`config.mk`:
```
export PLATFORM = sky130hd
export DESIGN_NAME = note_player
export DESIGN_NICKNAME = d
export VERILOG_FILES = /design/src/rtl/note_player.sv
export SDC_FILE = /design/constraint.sdc
export NUM_CORES = 1
export LEC_CHECK = 0
export ABC_AREA = 1
export BUFFER_PORTS_ARGS = -buffer_cell sky130_fd_sc_hd__buf_4
export CAP_MARGIN = 20
export CORE_MARGIN = 3
export CORE_UTILIZATION = 55
export CTS_CLUSTER_DIAMETER = 40
export CTS_CLUSTER_SIZE = 24
export DETAILED_ROUTE_END_ITERATION = 12
export PLACE_DENSITY = 0.78
export SYNTH_ARGS = -nofsm -noshare
export SYNTH_HDL_FRONTEND = slang
export SYNTH_SLANG_ARGS = --single-unit
export TNS_END_PERCENT = 20
```
`constraint.sdc`:
```
create_clock -name clk -period 3.7 [get_ports clk]
set_input_delay 0.185 -clock clk [delete_from_list [all_inputs] [get_ports clk]]
set_output_delay 0.185 -clock clk [all_outputs]
set_load 0.02 [all_outputs]
```
`src/rtl/note_player.sv`:
```
// ---------------------------------------------------------------------------
// note_player
//
// Consumer end of the song_reader note interface. Each note/duration pair
// offered with a new_note strobe is latched and then timed in beats. An
// internal prescaler divides clk down to beats. When the last beat of the
// note ends, a one-cycle note_done pulse tells song_reader to offer the next
// note. While play is low, all timing is frozen and the output is muted.
//
// Parameters:
//   BEAT_CYCLES - clk cycles per beat (>= 2)
//   PRESC_W     - prescaler width, 2**PRESC_W >= BEAT_CYCLES
//
// Ports:
//   clk           - system clock, rising edge
//   reset         - synchronous, active-high reset
//   play          - 1 = run, 0 = pause (timing frozen, output muted)
//   note          - note code from song_reader, 0 = rest
//   duration      - note length in beats
//   new_note      - one-cycle strobe, note/duration valid
//   note_done     - one-cycle pulse when the current note has finished
//   note_out      - latched note code, 0 while idle
//   load_new_note - one-cycle pulse in the cycle after a note is latched
//   note_active   - sound enable (playing, play high, note is not a rest)
//   beat          - one-cycle pulse at each beat boundary while playing
// ---------------------------------------------------------------------------
module note_player #(
    parameter int BEAT_CYCLES = 1000,
    parameter int PRESC_W     = 10
) (
    input  logic       clk,
    input  logic       reset,
    input  logic       play,
    input  logic [5:0] note,
    input  logic [5:0] duration,
    input  logic       new_note,
    output logic       note_done,
    output logic [5:0] note_out,
    output logic       load_new_note,
    output logic       note_active,
    output logic       beat
);

    typedef enum logic [1:0] {
        IDLE    = 2'd0,
        PLAYING = 2'd1,
        DONE    = 2'd2
    } state_t;

    // Last prescaler value of a beat. It is truncated to the prescaler width.
    localparam logic [PRESC_W-1:0] BEAT_LAST = PRESC_W'(BEAT_CYCLES - 1);

    state_t             state_q, state_d;
    logic [PRESC_W-1:0] presc_q, presc_d;
    logic [5:0]         beats_left_q, beats_left_d;
    logic [5:0]         note_q, note_d;
    logic               load_q, load_d;
    logic               beat_tick;

    // A beat boundary happens only while a note is actually running. It is
    // combinational, so it drops in the same cycle that play is released.
    assign beat_tick = (state_q == PLAYING) && play && (presc_q == BEAT_LAST);

    // Register stage for the FSM state, the beat timer and the latched note.
    // Reset throws away any note in progress. It raises no completion pulse.
    always_ff @(posedge clk) begin
        if (reset) begin
            state_q      <= IDLE;
            presc_q      <= '0;
            beats_left_q <= '0;
            note_q       <= '0;
            load_q       <= 1'b0;
        end else begin
            state_q      <= state_d;
            presc_q      <= presc_d;
            beats_left_q <= beats_left_d;
            note_q       <= note_d;
            load_q       <= load_d;
        end
    end

    // Next-state logic. First the per-state behaviour runs. After that, a
    // new_note strobe overrides everything: it is accepted in any state,
    // whatever the value of play. In PLAYING this restarts the note without
    // a done pulse. In DONE it chains straight into the next note, with no
    // IDLE cycle in between. A zero duration goes straight to DONE.
    always_comb begin
        state_d      = state_q;
        presc_d      = presc_q;
        beats_left_d = beats_left_q;
        note_d       = note_q;
        load_d       = 1'b0;

        case (state_q)
            IDLE: begin
            end
            PLAYING: begin
                if (play) begin
                    if (beat_tick) begin
                        presc_d = '0;
                        // Guard keeps beats_left from wrapping below zero.
                        if (beats_left_q != 6'd0) begin
                            beats_left_d = beats_left_q - 6'd1;
                        end
                        if (beats_left_q == 6'd1) begin
                            state_d = DONE;
                        end
                    end else begin
                        presc_d = presc_q + PRESC_W'(1);
                    end
                end
            end
            DONE: begin
                state_d = IDLE;
                note_d  = '0;
            end
            default: begin
                state_d = IDLE;
                note_d  = '0;
            end
        endcase

        if (new_note) begin
            note_d       = note;
            beats_left_d = duration;
            presc_d      = '0;
            load_d       = 1'b1;
            state_d      = (duration != 6'd0) ? PLAYING : DONE;
        end
    end

    assign note_done     = (state_q == DONE);
    assign note_out      = note_q;
    assign load_new_note = load_q;
    assign note_active   = (state_q == PLAYING) && play && (note_q != 6'd0);
    assign beat          = beat_tick;

endmodule

```
* After elaboration in Yosys (flattened, before gate mapping)
Index checks and enable logic that the tools add are counted.
** Operators by class
- $mul :: 0
- Bitwise gates (word level) :: 0
- Div/mod/pow operators :: 0
- Equal/unequal tests :: 9
- $lt $le $gt $ge :: 0
- Shift-type cells :: 0
- Reductions and logical operators :: 16
- $add $sub $neg :: 2
- Multiplexer cells :: 15
** Operators by type and width (count)
- two-way mux 6 bit :: 7
- nonzero test 6 bit :: 3
- adder 10 x 1 -> 10 bit, second input constant :: 1
- equality test 10 bit, second input constant :: 1
- two-way mux 10 bit :: 1
- two-way mux 2 bit :: 5
- AND reduction 4 bit :: 2
- nonzero test 2 bit :: 4
- equality test 6 x 1 -> 1 bit, second input constant :: 1
- inequality test 3 bit, second input constant :: 2
- subtractor 6 x 1 -> 6 bit, second input constant :: 1
- one-hot mux 2 bit (2 select lines) :: 1
- OR reduction 2 bit :: 2
- logical AND 1 bit :: 3
- inequality test 3 x 2 -> 1 bit, second input constant :: 1
- equality test 2 x 1 -> 1 bit, second input constant :: 1
- equality test 2 bit, second input constant :: 1
- zero test 2 bit :: 1
- inequality test 2 x 1 -> 1 bit, second input constant :: 1
- inequality test 2 bit, second input constant :: 1
- AND reduction 2 bit :: 1
- two-way mux 1 bit :: 1
** Storage, ports and cells
- Bits in read-only memories :: 0
- Input port bits :: 16
- Memories :: 0
- Latch bits :: 0
- Register bits after elaboration :: 25
- Bits in writable memories :: 0
- Output and inout bits :: 10

* Logic depth before layout (Yosys ltp)
Gate-level depths: netlist of run 1.
- Word-level depth :: 7
- Mapped depth :: 9
- Depth with buffers taken out :: 9

* Worst setup path before layout of run 1
Ideal clock, no wire load.
- Path type :: register to register
- From :: reg presc_q[0]
- To :: reg presc_q[8]
- Setup slack :: 2.432 ns
- Path buffers :: 0
- Clock period less this slack :: 1.268 ns
- Arrival :: 1.154 ns
- Stages on the path, launching flop included :: 9
- Setup time :: 0.115 ns
- Path through :: dfxtp_1 -> ha_1 -> inv_1 -> nor2_2 -> nand2_2 -> o21ai_4 -> inv_2 -> o21ai_1 -> nor2_1
** On the way
- Cells in the longest elaborated chain, start to end :: 3
** Ends and longest elaborated chain
- from (decl) :: RTL line 54 : logic [PRESC_W-1:0] presc_q, presc_d;
- from (signal assigned) :: RTL line 75 : presc_q <= presc_d;
- parallel branches: the longest is 2 deep, another holds adder 10 x 1 -> 10 bit
- two-way mux 10 bit * :: RTL line 99 : if (beat_tick) begin
Mark *: on every way between the ends.
A chain may end at the register's enable or synchronous reset.

* Worst setup path in the final report of run 1
- From :: reg presc_q[1]
- To :: out beat
** On the way
- Cells in the longest elaborated chain, start to end :: 2
** Ends and longest elaborated chain
- equality test 10 bit :: RTL line 62 : assign beat_tick = (state_q == PLAYING) && play && (presc_q == BEAT_LAST);
- logical AND 1 bit :: RTL line 62
- to (decl) :: RTL line 41 : output logic beat
Every way passes these cells.

==> impl_metrics.json, run 1 <==
{
  "outcome": "completed",
  "reg2reg_from": "presc_q[1]$_SDFFE_PP0P_",
  "drive_gt1_frac": 0.218,
  "synth-edff-count": 0,
  "fin_crit_ns": 1.69,
  "syn_area_um2": 1390,
  "grt_max_degree": 19,
  "final_nets": 236,
  "synth_top_family_by_area": "simple AND/OR/NAND/NOR gates",
  "wl_mm": 2.95,
  "die_w_um": 56.3,
  "coreArea_um2": 2300,
  "grt_setup_unrepaired": "no",
  "worstMarginPinSlew_ns": 0.431,
  "pre_cts_ws_ns": 2.27,
  "finalHoldViolCount": 0,
  "cts.sinks": 25,
  "maxSlewViolCount": 0,
  "cts_tree": "yes",
  "final_cell_area_um2": 1620,
  "synthFlopType": "dfxtp_1",
  "synth_top_area_frac": 0.359,
  "syn-num-nets": 210,
  "netlist_top_cells_area": "dfxtp_1 (36%), nand2_1 (10%), nor2_1 (8.9%)",
  "clock_skew_ns": 0.0164,
  "yosysMostFrequentCell": "nand2_1",
  "synth_cell_types": 33,
  "wire_per_inst_um": 12.1,
  "num_io_pins": 26,
  "numCtsBuffers": 3,
  "netlist_top_cells_count": "nand2_1 (37), nor2_1 (33), dfxtp_1 (25)",
  "htreeDepth": 1,
  "max_freq_mhz": 591,
  "diodes": 0,
  "drtIter0Drc": 58,
  "gp_congestion": 0.862,
  "fin_util": 0.705,
  "syn_area_per_cell_um2": 7.30,
  "postCtsSetupRepairBufs": 0,
  "ctsResizeCount": 0,
  "cp.arrival_ns": 1.51,
  "synth_compound_area_frac": 0.117,
  "yosysSeqAreaShare": 0.359,
  "worst_setup_path_start_kind": "flop",
  "cts.clk_slew.worst_paths_ns": 0.16,
  "ant_nets": 0,
  "root_buffer": "clkbuf_4",
  "path_max_fanout": 4,
  "p_total_mw": 0.520,
  "synthAdderAreaFrac": 0.0269,
  "first_pass_iters": 5,
  "cp-end-kind": "output port",
  "via_per_inst": 5.28,
  "p_int_mw": 0.363,
  "worstPathRequired_ns": 3.51,
  "ff_latch_area_um2": 500,
  "multiInputGateArea_um2": 791,
  "min_path_type": "input port to flop",
  "crit_type": "flop to output port",
  "whs_path_depth": 3,
  "synthCells": 191,
  "startpoint": "presc_q[1]$_SDFFE_PP0P_",
  "port-buffer-count": 25,
  "via_count": 1289,
  "synthXorXnorAreaFrac": 0.0126,
  "finalCritPeriodShare": 0.457,
  "dieArea_um2": 3170,
  "synthArstFlopShare": 0,
  "finalSetupViolCount": 0,
  "ys_ff_latch": 25,
  "grtUsageTotal": 0.203,
  "ctsHoldBuffers": 0,
  "placed_area_um2": 1590,
  "drv_cap": 0,
  "grt_pass1_wl_mm": 5.30,
  "rows": 17,
  "die_y_um": 56.3,
  "final.setup.tns_ns": 0,
  "r2r_cells": 8,
  "pwr-share-seq": 0.560,
  "place_inst": 240,
  "gr-total-overflow": 0,
  "swShare": 0.301,
  "insertion_delay_ns": 0.33,
  "switching_power_mw": 0.157,
  "timing.hold.ws_ns": 0.102,
  "setup_ws_ns": 2.01,
  "p_leak_nw": 0.690,
  "maxSlewHeadroom": 0.712,
  "grt_antenna_before_repair": 0,
  "power_density_nw_per_um2": 321,
  "clockPowerShare": 0.251,
  "grt_pass1_vias": 1257,
  "dp_hpwl_mm": 2.23,
  "synth_simple_gate_area_frac": 0.404,
  "remaining_drc_errors": 0,
  "fillerInstances": 195,
  "clockBufferDepth": 2,
  "yosys.area.top_type": "dfxtp_1",
  "muxShareOfSynthArea": 0.00718,
  "p_comb_frac": 0.189,
  "min_from": "note[5]",
  "ys_warn_count": 0,
  "initial_core_util": 0.607,
  "syn_to_final_growth_pct": 16.2,
  "ir_drop_uv": 222,
  "final_cells": 244
}
==> cells in the final DEF, fill, tap and decap left out, types with 4 or more instances in the layout <==
cell type / netlist / final
a21oi_1: 10 / 10
a22oi_1: 6 / 6
buf_4: 0 / 25
dfxtp_1: 25 / 25
inv_1: 18 / 18
nand2_1: 37 / 37
nand3_1: 16 / 16
nand4_1: 4 / 4
nor2_1: 33 / 33
nor2_4: 4 / 4
o21ai_0: 5 / 5
==> final timing paths <==
check	end	slack (ns)
max	beat	2.01
min	note_out[5]$_SDFFE_PP0P_	0.10
max reg2reg	presc_q[8]$_SDFFE_PP0P_	2.23
min reg2reg	presc_q[6]$_SDFFE_PP0P_	0.50
==> area by class of cell <==
type                       instances  share of cell area
inverter                          20              0.0464
tap                               28              0.0216
clock buffer                       3              0.0139
clock inverter                     1             0.00464
sequential                        25               0.309
timing repair buffer              25               0.116
multi-input combinational        142               0.488
==> logic make-up after synthesis <==
logic type	after synthesis
AO/OA/AOI/OAI	26
XOR/XNOR	2
buffers and inverters	24
adder cells (fa/ha/maj)	3
flip-flops	25
multiplexers	1
AND/OR/NAND/NOR	110
==> critical path, cell delays in order (launching register included) <==
cell     delay [ns]
dfxtp_1        0.39
ha_1           0.15
inv_1          0.10
nor2_2         0.15
nand3_1        0.13
nor2_1         0.10
buf_4          0.15
==> state kept, by name, indices dropped and copies added, names as in the netlist <==
signal         cells
beats_left_q       6
load_new_note      1
note_out           6
presc_q           10
state_q            2
==> power by group through the flow <==
stage / clock network (mW) / registers, mW / logic [mW]
4_1_cts: 0.133 / 0.291 / 0.0981
3_5_place_dp: 0 / 0.297 / 0.0975
6_report: 0.130 / 0.291 / 0.0984
2_1_floorplan: 0 / 0.299 / 0.0615
3_3_place_gp: 0 / 0.296 / 0.0952
5_1_grt: 0.143 / 0.292 / 0.110
==> layer usage <==
layer  GRT usage  share of wire  vias up  wire length, um
li1            -              -      674                -
met1       0.279           0.50      570             1480
met2       0.316           0.42       37             1240
met3      0.0276          0.053        8              156
met4      0.0847          0.023        0               69
met5           0              0        -                0
No activity file was read; power rests on OpenSTA's default activity.
==> run 2, diff against run 1 <==
- CORE_UTILIZATION: 55 -> 49
- PLACE_DENSITY: 0.78 -> 0.74
- clock period: 3.7 -> 1.5 ns (I/O delays scaled with it)
==> run 2 against run 1 <==
- the run now ends with hold timing left
- sequential cell count unchanged
- register-to-register slack worse by 2.2 ns
- sequential share of layout area decreased by 1.9 points
- die area rose by 11%
- non-clock buffer count grew 10
- critical path depth is the same
- clock skew fell by 0.00062 ns
- first-iteration DRC count rose by 76%
==> impl_metrics.json, run 2 (same netlist as run 1, synthesis figures left out) <==
{
  "maxSlewViolCount": 0,
  "cp.arrival_ns": 1.38,
  "max_freq_mhz": 688,
  "ant_nets": 0,
  "placed_area_um2": 1610,
  "grt_pass1_wl_mm": 5.42,
  "worstPathRequired_ns": 1.42,
  "via_count": 1371,
  "drtIter0Drc": 102,
  "drv_cap": 0,
  "root_buffer": "clkbuf_4",
  "initial_core_util": 0.538,
  "dp_hpwl_mm": 2.33,
  "cts.clk_slew.worst_paths_ns": 0.15,
  "crit_chain": "ha_4 -> inv_4 -> nor2_4 -> nand3_2 -> nor2_2 -> buf_6",
  "final_cell_area_um2": 1750,
  "worst_path_max_delay_cell": "dfxtp_2",
  "worst_setup_path_start_kind": "flop",
  "drive_gt1_frac": 0.310,
  "via_per_inst": 5.36,
  "wire_per_inst_um": 13.2,
  "insertion_delay_ns": 0.33,
  "fin_crit_ns": 1.45,
  "top_register": "presc_q",
  "ir_drop_uv": 577,
  "finalCritPeriodShare": 0.970,
  "fillerInstances": 228,
  "outcome": "complete, but fails checks",
  "diodes": 0,
  "grt_antenna_before_repair": 0,
  "grtUsageTotal": 0.199,
  "htreeDepth": 1,
  "finalSetupViolCount": 0,
  "maxSlewHeadroom": 0.703,
  "gp_congestion": 0.871,
  "num_io_pins": 26,
  "grt_pass1_vias": 1332,
  "die_w_um": 59.3,
  "first_pass_iters": 4,
  "largest_register_ffs": 10,
  "cts_tree": "yes",
  "path_max_fanout": 3,
  "final.setup.tns_ns": 0,
  "wl_mm": 3.38,
  "worstMarginPinSlew_ns": 0.444,
  "min_path_type": "input port to flop",
  "finalHoldViolCount": 3,
  "cp-end-kind": "output port",
  "syn_to_final_growth_pct": 25.9,
  "violations": "hold timing",
  "path_buf_inv": 2,
  "cp_slowest_stage_delay_ns": 0.38,
  "remaining_drc_errors": 0,
  "numCtsBuffers": 3,
  "port-buffer-count": 25,
  "timing.hold.ws_ns": -0.00972,
  "clockBufferDepth": 2,
  "grt_max_degree": 19,
  "crit_type": "flop to output port",
  "coreArea_um2": 2590,
  "cts.sinks": 25,
  "die_y_um": 59.3,
  "final_nets": 246,
  "dieArea_um2": 3520,
  "clock_skew_ns": 0.0158,
  "p_leak_nw": 0.752,
  "final_cell_mix": "nand2_1 (36), nor2_1 (32), buf_4 (32)",
  "cp_top_family": "flip-flops",
  "power_density_nw_per_um2": 734,
  "gr-total-overflow": 0,
  "final_common_cell": "nand2_1",
  "rows": 18
}
==> run 2: stage by stage <==
| step | worst slack [ns] | hold WS [ns] | std cells | total power [mW] | utilization |
|---|---|---|---|---|---|
| 2_1_floorplan | 0.232 | 0.144 | 191 | 0.890 | - |
| 3_5_place_dp | 0.0160 | 0.339 | 244 | 0.977 | 0.620 |
| 5_1_grt | -0.0200 | 0.00535 | 256 | 1.35 | 0.677 |
| 3_3_place_gp | 0.101 | 0.327 | 244 | 0.971 | 0.620 |
| 6_report | 0.0456 | -0.00972 | 256 | 1.29 | 0.677 |
| 4_1_cts | 0.00892 | 0.00176 | 251 | 1.28 | 0.644 |
==> run 2: path summary, 6_finish.rpt <==
check / from / endpoint / slack, ns / depth (start not counted)
worst max-delay path: presc_q[1]$_SDFFE_PP0P_ / beat / 0.05 / 6
worst max register to register: presc_q[1]$_SDFFE_PP0P_ / presc_q[9]$_SDFFE_PP0P_ / 0.08 / 9
worst min register to register: presc_q[6]$_SDFFE_PP0P_ / presc_q[6]$_SDFFE_PP0P_ / 0.50 / 2
worst min-delay path: note[5] / note_out[5]$_SDFFE_PP0P_ / -0.01 / 3
==> run 2: power breakdown <==
| part | switching [mW] | leakage [nW] | internal, mW |
|---|---|---|---|
| registers | 0.0254 | 0.208 | 0.690 |
| clock network | 0.213 | 0.0177 | 0.100 |
| logic | 0.147 | 0.527 | 0.111 |
| total | 0.385 | 0.752 | 0.902 |
==> run 2: final cells by class <==
type / instances / area (um2) / area share
Multi-Input combinational cell: 142 / 821 / 0.468
Sequential cell: 25 / 509 / 0.290
Timing Repair Buffer: 35 / 282 / 0.160
Inverter: 20 / 77.6 / 0.0442
Tap cell: 30 / 37.5 / 0.0214
Clock buffer: 3 / 22.5 / 0.0128
Clock inverter: 1 / 5.00 / 0.00285
==> run 2: routing by layer <==
layer	track usage	share of wire	vias to the layer above
met5	0	0	-
met4	0.0712	0.014	0
met3	0.0283	0.063	7
met2	0.346	0.49	43
met1	0.247	0.43	627
li1	-	-	694
==> run 2: tightest hold or removal path: stages <==
cell and delay [ns]:
buf_4 0.08, a22oi_1 0.07, nor2_1 0.08
==> run 2: what timing repair did <==
| action | CTS | global route |
|---|---|---|
| endpoints found under the hold margin | 1 | 0 |
| resized for setup | 5 | 13 |
| hold buffers | 1 | 0 |
| setup endpoints to repair | 2 | 12 |
| setup buffers | 2 | 5 |
| pin swaps | 1 | 5 |
